--- config.mk ---
export PLATFORM = sky130hd
export DESIGN_NAME = weight_load_ctrl
export DESIGN_NICKNAME = d
export VERILOG_FILES = /design/src/rtl/weight_load_ctrl.sv
export SDC_FILE = /design/constraint.sdc
export NUM_CORES = 1
export LEC_CHECK = 0
export CAP_MARGIN = 20
export CORE_MARGIN = 3
export CORE_UTILIZATION = 40
export CTS_BUF_LIST = sky130_fd_sc_hd__clkbuf_8
export DETAILED_ROUTE_END_ITERATION = 6
export GPL_ROUTABILITY_DRIVEN = 0
export PLACE_DENSITY = 0.79
export SLEW_MARGIN = 40
export SYNTH_ARGS = -nofsm -noshare
export SYNTH_HDL_FRONTEND = slang
export SYNTH_SLANG_ARGS = --single-unit
--- constraint.sdc ---
create_clock -name CLK -period 5.4 [get_ports CLK]
set_input_delay 0.81 -clock CLK [delete_from_list [all_inputs] [get_ports CLK]]
set_output_delay 0.81 -clock CLK [all_outputs]
set_load 0.005 [all_outputs]
--- src/rtl/weight_load_ctrl.sv ---
// weight_load_ctrl: streams packed filter weights into the weight store, confirms FULL,
// and holds each filter for the MAC array until released, for CFG_NUM_FILTERS filters per job.
module weight_load_ctrl #(
    parameter int INPUT_WIDTH   = 32,
    parameter int BUFFER_WIDTH  = 40,
    parameter int NUM_FILTERS_W = 8,
    parameter int FULL_TIMEOUT  = 15
) (
    input  logic                     CLK,
    input  logic                     RESET,
    input  logic                     CFG_START,
    input  logic [3:0]               CFG_R,
    input  logic [3:0]               CFG_S,
    input  logic [NUM_FILTERS_W-1:0] CFG_NUM_FILTERS,
    input  logic [INPUT_WIDTH-1:0]   S_DATA,
    input  logic                     S_VALID,
    output logic                     S_READY,
    output logic                     WS_WR_EN,
    output logic                     WS_WR_VALID,
    output logic [INPUT_WIDTH-1:0]   WS_WR_DATA,
    output logic [3:0]               WS_PARAM_R,
    output logic [3:0]               WS_PARAM_S,
    input  logic                     WS_FULL,
    output logic                     W_READY,
    input  logic                     W_RELEASE,
    output logic [NUM_FILTERS_W-1:0] FILTER_IDX,
    output logic                     BUSY,
    output logic                     DONE,
    output logic                     ERR
);
    localparam int TW = $clog2(FULL_TIMEOUT + 1);
    localparam logic [3:0] MAX_RS = 4'(BUFFER_WIDTH / 8);

    typedef enum logic [1:0] {IDLE, LOAD, WAIT_FULL, HOLD} state_t;

    state_t                   state_q;
    logic [3:0]               r_q, s_q;
    logic [NUM_FILTERS_W-1:0] nf_q, idx_q;
    logic [2:0]               wc_q;
    logic [TW-1:0]            timer_q;
    logic                     err_q, done_q;
    logic [11:0]              bits_w;
    logic [2:0]               exp_w;
    logic                     cfg_ok, beat, early_full;

    // Rows narrower than a stream word take one word each; wider rows pack across words.
    assign bits_w     = 12'(r_q) * 12'(s_q) * 12'd8;
    assign exp_w      = (12'(s_q) * 12'd8 <= 12'(INPUT_WIDTH)) ? 3'(r_q)
                      : 3'((bits_w + 12'(INPUT_WIDTH - 1)) / 12'(INPUT_WIDTH));
    assign cfg_ok     = (CFG_R != 4'd0) && (CFG_R <= MAX_RS) && (CFG_S != 4'd0) && (CFG_S <= MAX_RS)
                      && (CFG_NUM_FILTERS != '0);
    assign beat       = S_VALID && (state_q == LOAD);
    // FULL before the second beat is a leftover from the previous filter and is ignored.
    assign early_full = WS_FULL && (wc_q >= 3'd2) && (wc_q < exp_w);

    always_ff @(posedge CLK) begin
        if (RESET) begin
            state_q <= IDLE;
            r_q     <= '0;
            s_q     <= '0;
            nf_q    <= '0;
            idx_q   <= '0;
            wc_q    <= '0;
            timer_q <= '0;
            err_q   <= 1'b0;
            done_q  <= 1'b0;
        end else begin
            done_q <= 1'b0;
            case (state_q)
                IDLE: begin
                    if (CFG_START && cfg_ok) begin
                        r_q     <= CFG_R;
                        s_q     <= CFG_S;
                        nf_q    <= CFG_NUM_FILTERS;
                        idx_q   <= '0;
                        wc_q    <= '0;
                        err_q   <= 1'b0;
                        state_q <= LOAD;
                    end else if (CFG_START) begin
                        err_q <= 1'b1;
                    end
                end
                LOAD: begin
                    if (early_full) begin
                        err_q   <= 1'b1;
                        state_q <= IDLE;
                    end else if (beat) begin
                        wc_q <= wc_q + 3'd1;
                        if (wc_q == exp_w - 3'd1) begin
                            timer_q <= '0;
                            state_q <= WAIT_FULL;
                        end
                    end
                end
                WAIT_FULL: begin
                    if (WS_FULL) begin
                        state_q <= HOLD;
                    end else if (timer_q == TW'(FULL_TIMEOUT - 1)) begin
                        err_q   <= 1'b1;
                        state_q <= IDLE;
                    end else begin
                        timer_q <= timer_q + TW'(1);
                    end
                end
                HOLD: begin
                    if (W_RELEASE && (idx_q == nf_q - NUM_FILTERS_W'(1))) begin
                        done_q  <= 1'b1;
                        state_q <= IDLE;
                    end else if (W_RELEASE) begin
                        idx_q   <= idx_q + NUM_FILTERS_W'(1);
                        wc_q    <= '0;
                        state_q <= LOAD;
                    end
                end
                default: state_q <= IDLE;
            endcase
        end
    end

    assign S_READY     = (state_q == LOAD);
    assign WS_WR_EN    = (state_q == LOAD);
    assign WS_WR_VALID = S_VALID & S_READY;
    assign WS_WR_DATA  = S_DATA;
    assign WS_PARAM_R  = r_q;
    assign WS_PARAM_S  = s_q;
    assign W_READY     = (state_q == HOLD);
    assign FILTER_IDX  = idx_q;
    assign BUSY        = (state_q != IDLE);
    assign DONE        = done_q;
    assign ERR         = err_q;
endmodule

# == Word level (Yosys, flattened, before mapping) ==
# Cells that the tools add are included.
# word_totals
latch_bits,0
ramBits,0
wordCells,102
input_bits,54
rom_bits,0
out_inout_bits,55
reg_bits,35
memories,0
# op_classes
shift,0
n_lt_le_gt_ge,5
div,0
add_sub_neg,6
reduce_logical,25
eq_ne,21
bitwise_logic,2
n_mul,1
mux,33
# ops
operator,count
2-to-1 mux 8 bit,3
2-to-1 mux 4 bit,5
2-to-1 mux 3 bit,6
2-to-1 mux 2 bit,8
case mux 8 bit (2 select lines),1
"inequality test 2 bit, second input constant",6
AND reduction 6 bit,2
AND reduction 5 bit,2
logical AND 1 bit,9
"inequality test 3 x 1 -> 1 bit, second input constant",3
case mux 3 bit (3 select lines),1
"adder 8 x 1 -> 8 bit, second input constant",1
"adder 8 x 5 -> 8 bit, second input constant",1
equality test 8 bit,1
"less-or-equal comparator 4 x 3 -> 1 bit, second input constant",2
"inequality test 2 x 1 -> 1 bit, second input constant",4
case mux 2 bit (4 select lines),1
case mux 4 bit (2 select lines),1
nonzero test 4 bit,2
nonzero test 8 bit,1
"subtractor 8 x 1 -> 8 bit, second input constant",1
"less-or-equal comparator 7 x 6 -> 1 bit, second input constant",1
2-to-1 mux 1 bit,6
"inequality test 3 bit, second input constant",2
19 further kinds,23

# == Logic depth before layout (Yosys ltp) ==
# Gate-level depths: netlist (run 1).
# depth
ltp_word,9
ltp_mapped,17
ltp_nobuf,17

# == Least setup slack after synthesis (run 1) ==
# OpenSTA, ideal clock, no wires.
# synth_timing
kind,reg-to-reg
startpoint,register r_q[0] (netlist: WS_PARAM_R[0])
endpoint,register timer_q[3]
path_buffers,0
period_less_slack_ns,4.504
setup_time_ns,0.071
setup_slack_ns,0.896
t_arrival_ns,4.434
path_stages_with_launch,18
required_ns,5.329
path_cell_list,dfxtp_1 -> nand2_1 -> fa_1 -> inv_1 -> fa_1 -> inv_1 -> fa_1 -> nor3b_2 -> xnor3_1 -> nor2_1 -> a21oi_1 -> ha_1 -> o21ai_0 -> nand4b_1 -> nand4_1 -> a32o_2 -> or4_1 -> a21oi_1
# synth_via
elab_chain_len,7
word_cells_on_any_way,10
classes_between,add/sub (2); mul (1); order compare (1); eq/ne (3); mux (1); reduce/logical (2)
# synth_lines
element,line_no,source
start: declaration,37,"logic [3:0] r_q, s_q;"
start signal: assignment,59,r_q <= '0;
start signal: assignment,72,r_q <= CFG_R;
multiplier 4 x 4 -> 5 bit,47,assign bits_w = 12'(r_q) * 12'(s_q) * 12'd8;
adder 8 x 5 -> 8 bit,49,: 3'((bits_w + 12'(INPUT_WIDTH - 1)) / 12'(INPUT_WIDTH));
2-to-1 mux 3 bit *,48,assign exp_w = (12'(s_q) * 12'd8 <= 12'(INPUT_WIDTH)) ? 3'(r_q)
subtractor 3 x 1 -> 3 bit or less-than comparator 3 bit (tied branches),"89, 54",
equality test 3 bit or logical AND 1 bit (tied branches),"89, 54",
inequality test 2 x 1 -> 1 bit (no line) or inequality test 2 bit (tied branches),--,
AND reduction 6 bit (no line) *,--,
end signal: assignment,102,timer_q <= timer_q + TW'(1);
end: declaration,40,logic [TW-1:0] timer_q;
# Every way passes the cells marked *; elsewhere a longest branch is shown, timed or not.
# A chain may end at the register's enable or synchronous reset.

# == Worst setup path after layout (run 1) ==
# Same ends and word-level chain as after synthesis.

==> impl_metrics.toml, run 1 <==
[route]
wl_per_cell_microns = 14.3
drt_pass1_iterations = 5
drtAntennaViolNets = 0
drt-total-wl_mm = 6.40
via_per_inst = 5.26
drc = 0
vias = 2355
drt_iter0_markers = 159

[power]
p_sw_uw = 171
ir_drop_uv = 96.1
p_clk_share_pct = 38.5
pwr-share-comb_pct = 19.5
seqPwrFrac_pct = 42.0
swShare_pct = 26.6
power_density_nw_per_um2 = 201
power.total_uw = 644
p_leak_nw = 1.30
p_int_uw = 473

[timing]
fmax_ghz = 0.202
fin_worst_skew_ns = 0.00656
hold_viol = 0
min_period_ns = 4.94
final.setup.worst_slack_ns = 0.460
rsz0062_at_grt = "no"
setup_violations = 0
slew_headroom_pct = 51.8
fin_tns_setup_ns = 0
tightest_slew_ns = 0.717
fin_crit_sh_pct = 91.5
slew_viol_final = 0

[min_path]
worstHoldPathType = "reg2reg"
hp-start = "ERR$_SDFFE_PP0P_"

[logic_synthesis]
synth-edff-count = 0
synth.most_common_cell = "dfxtp_1"
ys_warn_count = 0
syn-cell-area_sq_um = 2790
synth_common_cells = "dfxtp_1 (35), nor2_1 (34), buf_4 (33), nand2_1 (27)"
yosysTopAreaCellShare_pct = 25.1
synth_area_leader_cell = "dfxtp_1"
synth_seq_cells = 35
synth.area.top_cells = "dfxtp_1 (25%), buf_4 (8.9%), ha_1 (8.5%)"
async_reset_ff_share_pct = 0
syn_inst = 342
syn_nets = 418
synth_ff_type = "dfxtp_1"
yosysSeqAreaShare_pct = 25.1
avgSynthCellArea_sq_um = 8.17
synth_cell_types = 52

[run]
maxCapViolCount = 0

[critical_path]
cp_top_family = "adder cells"
critPathMostFrequentCell = "fa_1"
crit_start = "WS_PARAM_R[0]$_SDFFE_PP0P_"
cp.buffers_inverters = 2
critical_path.slowest_cell = "fa_1"
crit_arrival_ns = 5.17
worst-setup-path-type = "reg2reg"
startpoint_type = "flip-flop"
path_cells = "nand2_1 > fa_1 > inv_1 > fa_1 > inv_1 > fa_1 > nor3b_2 > nor2_1 > a22oi_1 > ha_1 > xor2_1 > nand3b_1 > nor4_1 > a21oi_1 > a32o_2 > or4_1 > a21oi_1"
critical_path.max_stage_delay_ns = 0.54
r2r-start = "WS_PARAM_R[0]$_SDFFE_PP0P_"
critical_path.endpoint_type = "flip-flop"
worst-path-max-fanout = 8
worstPathRequired_ns = 5.63

[clock_tree]
clk_pin_slew_ns = 0.07
cts_made_buffers = 5
clk_path_buf_depth = 2
postCtsHoldBufs = 0
cts_setup_buffers = 0
cts_tree = "yes"
cts_resized = 0
cts.htree.levels = 2
cts_root_buffer = "clkbuf_8"
clk_latency_ns = 0.29
clock_sinks = 35

[global_route]
grt_overflow = 0
grt_max_degree = 38
first_global_vias = 2357
busiest_layer = "met2"
antenna_found_initial = 0
grtUsageMet3_pct = 3.83
track_usage_pct = 17.4
use_met2_pct = 27.7
met1_usage_pct = 22.9
grt_pass1_wl_mm = 11.0

[floorplanning]
core_sq_um = 6570
dieWidth_microns = 89.6
dieHeight_microns = 89.6
start_util_pct = 42.5
ioPinCount = 109
rows = 29
die_area_sq_um = 8020

[finish]
fill_cells = 641
fin_nets = 430
area_delta_synth_final_pct = 14.7
fin_util_pct = 48.8
antenna_cells = 0
drive_gt1_share_pct = 4.79

[placed_design]
pre_cts_ws_ns = 0.477
place_hpwl_mm = 4.86
port-buffer-count = 44

[outcome]
outcome = "finished clean"
layout by cell type (no fill, tap or decap), types with 2 or more instances in the layout:
cell,instances
o211ai_1,3
xnor3_1,2
a21oi_1,17
a2111oi_0,2
and3b_1,2
o31ai_1,2
nand2_1,27
xnor2_1,7
mux2i_1,18
a22oi_1,2
o21ai_0,12
buf_4,2
a211oi_1,5
nand4_1,4
nor3b_1,2
nand3b_1,5
dfxtp_1,35
o2111ai_1,2
xor2_1,8
clkdlybuf4s50_1,44
fa_1,3
o21a_1,2
nor4_1,3
or2_2,2
or4_1,6
inv_1,19
nor3_1,10
nand4b_1,2
ha_1,19
clkbuf_8,6
nor2_1,34
or3_1,7
nand3_1,10
and2_1,10
and3_1,3
logic make-up (layout without fill, tap and decap cells):
kind of cell / after synthesis / count (layout) / share of synthesized area [%]
compound gates: 56 / 56 / 13.1
xor+xnor: 18 / 18 / 6.90
fa+ha+maj: 22 / 22 / 10.7
buf+inv: 60 / 73 / 12.5
flops: 35 / 35 / 25.1
mux: 18 / 18 / 6.45
simple gates: 133 / 133 / 25.3
layer usage:
metal / vias to the layer above / share of wire, %
met2: 71 / 47
li1: 1198 / -
met1: 1073 / 46
met5: - / 0
met3: 13 / 5.3
met4: 0 / 1.7
tightest hold or removal path, cell delays in order (launching register included):
cell and delay, ns:
dfxtp_1 0.33, inv_1 0.06, a211oi_1 0.05
registers in the layout, summed over array words and instances (netlist names):
signal	cells
WS_PARAM_R	4
timer_q	4
nf_q	8
wc_q	3
DONE	1
ERR	1
WS_PARAM_S	4
state_q	2
FILTER_IDX	8
per-stage QoR:
| step | area (sq um) | cells | hold WS, ns |
|---|---|---|---|
| 2_1_floorplan | 2790 | 342 | 0.450 |
| 3_3_place_gp | 3090 | 440 | 0.472 |
| 3_5_place_dp | 3090 | 440 | 0.480 |
| 4_1_cts | 3200 | 448 | 0.492 |
| 5_1_grt | 3200 | 448 | 0.503 |
| 6_report | 3200 | 448 | 0.489 |
cell type report:
type	count	area (sq um)	area share, %
clock buffer	6	82.6	2.58
clock inverter	2	35.0	1.09
inverter	19	71.3	2.23
multi-input combinational	247	1740	54.4
sequential	35	701	21.9
tap	93	116	3.63
timing repair buffer	46	455	14.2
power groups by stage:
stage | sequential (mW) | combinational (mW) | clock, mW
after floorplan | 0.275 | 0.0936 | 0
final | 0.271 | 0.125 | 0.248
after CTS | 0.271 | 0.126 | 0.255
after global placement | 0.276 | 0.123 | 0
after global routing | 0.272 | 0.141 | 0.270
after detailed placement | 0.277 | 0.125 | 0
worst paths after layout:
check / to / slack [ns] / cells past startpoint
min: ERR$_SDFFE_PP0P_ / 0.49 / 2
max: timer_q[3]$_SDFFE_PP0P_ / 0.46 / 17
min reg2reg: ERR$_SDFFE_PP0P_ / 0.49 / 2
max reg2reg: timer_q[3]$_SDFFE_PP0P_ / 0.46 / 17
Power figures use the tool's default switching activity.
==> run 2, diff against run 1 <==
--- a/config.mk
+++ b/config.mk
@@ -11,6 +11,7 @@
 export CTS_BUF_LIST = sky130_fd_sc_hd__clkbuf_8
 export DETAILED_ROUTE_END_ITERATION = 6
 export GPL_ROUTABILITY_DRIVEN = 0
+export GPL_TIMING_DRIVEN = 0
 export PLACE_DENSITY = 0.79
 export SLEW_MARGIN = 40
 export SYNTH_ARGS = -nofsm -noshare
==> constraint.sdc (replaced) <==
create_clock -name CLK -period 5.4 [get_ports CLK]
set_input_delay 0.81 -clock CLK [delete_from_list [all_inputs] [get_ports CLK]]
set_output_delay 0.81 -clock CLK [all_outputs]
set_load 0.01 [all_outputs]
==> impl_metrics.toml, run 2 (same netlist as run 1, synthesis figures left out) <==
[timing]
fin_worst_skew_ns = 0.00982
slew_viol_final = 0
slew_headroom_pct = 55.5
min_period_ns = 4.99
fin_tns_setup_ns = 0
rsz0062_at_grt = "no"
tightest_slew_ns = 0.662
setup_violations = 0
hold_slack_ns = 0.487
hold_viol = 0
fin_crit_sh_pct = 92.4
fmax_ghz = 0.200

[min_path]
worstHoldPathType = "reg2reg"
hold_depth = 2
hp-start = "ERR$_SDFFE_PP0P_"
whs_endpoint = "ERR$_SDFFE_PP0P_"

[global_route]
grt_overflow = 0
track_usage_pct = 18.0
grt_max_degree = 12
grt_pass1_wl_mm = 11.6
first_global_vias = 2539
antenna_found_initial = 0

[route]
drt-total-wl_mm = 7.19
via_per_inst = 5.23
drt_iter0_markers = 195
drtAntennaViolNets = 0
drt_pass1_iterations = 4
drc = 0
vias = 2706
wl_per_cell_microns = 13.9

[clock_tree]
clk_pin_slew_ns = 0.07
cts_setup_buffers = 0
cts_tree = "yes"
clock_sinks = 35
postCtsHoldBufs = 0
clk_path_buf_depth = 2
cts_root_buffer = "clkbuf_8"
cts_made_buffers = 5
cts.htree.levels = 2
cts_resized = 0
clk_latency_ns = 0.30

[critical_path]
worstPathRequired_ns = 5.63
critical_path.endpoint_type = "flip-flop"
r2r-start = "WS_PARAM_R[0]$_SDFFE_PP0P_"
crit_arrival_ns = 5.22
r2r_slack_ns = 0.41
worst-setup-path-type = "reg2reg"
r2r-end = "timer_q[3]$_SDFFE_PP0P_"
startpoint_type = "flip-flop"
reg2regPathDepth = 17
worst-path-max-fanout = 8

[finish]
final_area_sq_um = 3740
drive_gt1_share_pct = 11.3
fin_nets = 499
fill_cells = 597
mostFrequentLayoutCells = "clkdlybuf4s50_1 (74), dfxtp_1 (35), nor2_1 (34)"
layout_commonest_cell = "clkdlybuf4s50_1"
antenna_cells = 0
area_delta_synth_final_pct = 33.7

[run]
maxCapViolCount = 0

[floorplanning]
dieHeight_microns = 89.6
core_sq_um = 6570
start_util_pct = 42.5
ioPinCount = 109
die_area_sq_um = 8020
dieWidth_microns = 89.6
rows = 29

[outcome]
outcome = "finished clean"

[placed_design]
dpl_cell_area_sq_um = 3650
port-buffer-count = 74
place_hpwl_mm = 5.76

[power]
p_leak_nw = 1.56
power_density_nw_per_um2 = 171
ir_drop_uv = 90.5
power.total_uw = 638
==> run 2: cell type report <==
type / count / area, sq um / area share, %
plain buffers: 41 / 279 / 7.47
well taps: 93 / 116 / 3.11
multi-input cells: 247 / 1740 / 46.7
clock buffers: 5 / 68.8 / 1.84
inverters: 19 / 71.3 / 1.91
clock inverters: 3 / 16.3 / 0.435
flip-flops and latches: 35 / 701 / 18.8
repair buffers: 74 / 741 / 19.8
==> run 2: critical path: stages, from the launching register on <==
cell      delay [ns]
dfxtp_1         0.45
nand2_1         0.12
fa_1            0.54
inv_1           0.06
fa_1            0.53
inv_1           0.06
fa_1            0.52
nor3b_2         0.24
nor2_1          0.06
a22oi_1         0.27
ha_1            0.30
xor2_1          0.15
nand3b_1        0.12
nor4_1          0.45
a21oi_1         0.14
a32o_2          0.33
or4_1           0.47
a21oi_1         0.13
==> run 2: per-stage QoR <==
step	util [%]	setup slack (ns)	cells
after floorplan	-	0.851	342
after global placement	55.6	0.566	509
after detailed placement	55.6	0.436	509
after CTS	56.9	0.414	517
after global routing	56.9	0.0516	517
final	56.9	0.408	517
==> run 2: routing by layer <==
metal,vias to the layer above,global-route usage [%],wire [microns]
met1,1247,23.1,3140
met5,-,0,0
met4,0,4.47,48
met2,121,30.5,3470
li1,1333,-,-
met3,5,4.11,530
==> run 2: worst max path at each step <==
stage | startpoint | end | slack, ns | cells past startpoint
2_1_floorplan | WS_PARAM_R[0]$_SDFFE_PP0P_ | timer_q[3]$_SDFFE_PP0P_ | 0.85 | 17
3_3_place_gp | WS_PARAM_R[0]$_SDFFE_PP0P_ | timer_q[3]$_SDFFE_PP0P_ | 0.57 | 17
3_5_place_dp | WS_PARAM_R[0]$_SDFFE_PP0P_ | timer_q[3]$_SDFFE_PP0P_ | 0.44 | 17
4_1_cts | WS_PARAM_R[0]$_SDFFE_PP0P_ | timer_q[3]$_SDFFE_PP0P_ | 0.41 | 17
5_1_grt | WS_PARAM_R[0]$_SDFFE_PP0P_ | timer_q[3]$_SDFFE_PP0P_ | 0.05 | 17
6_report | WS_PARAM_R[0]$_SDFFE_PP0P_ | timer_q[3]$_SDFFE_PP0P_ | 0.41 | 17
==> run 2: report_power, final <==
| group | internal (mW) | switching (mW) | total, mW |
|---|---|---|---|
| clock network | 0.0882 | 0.0993 | 0.188 |
| registers | 0.264 | 0.00737 | 0.271 |
| logic | 0.0955 | 0.0836 | 0.179 |
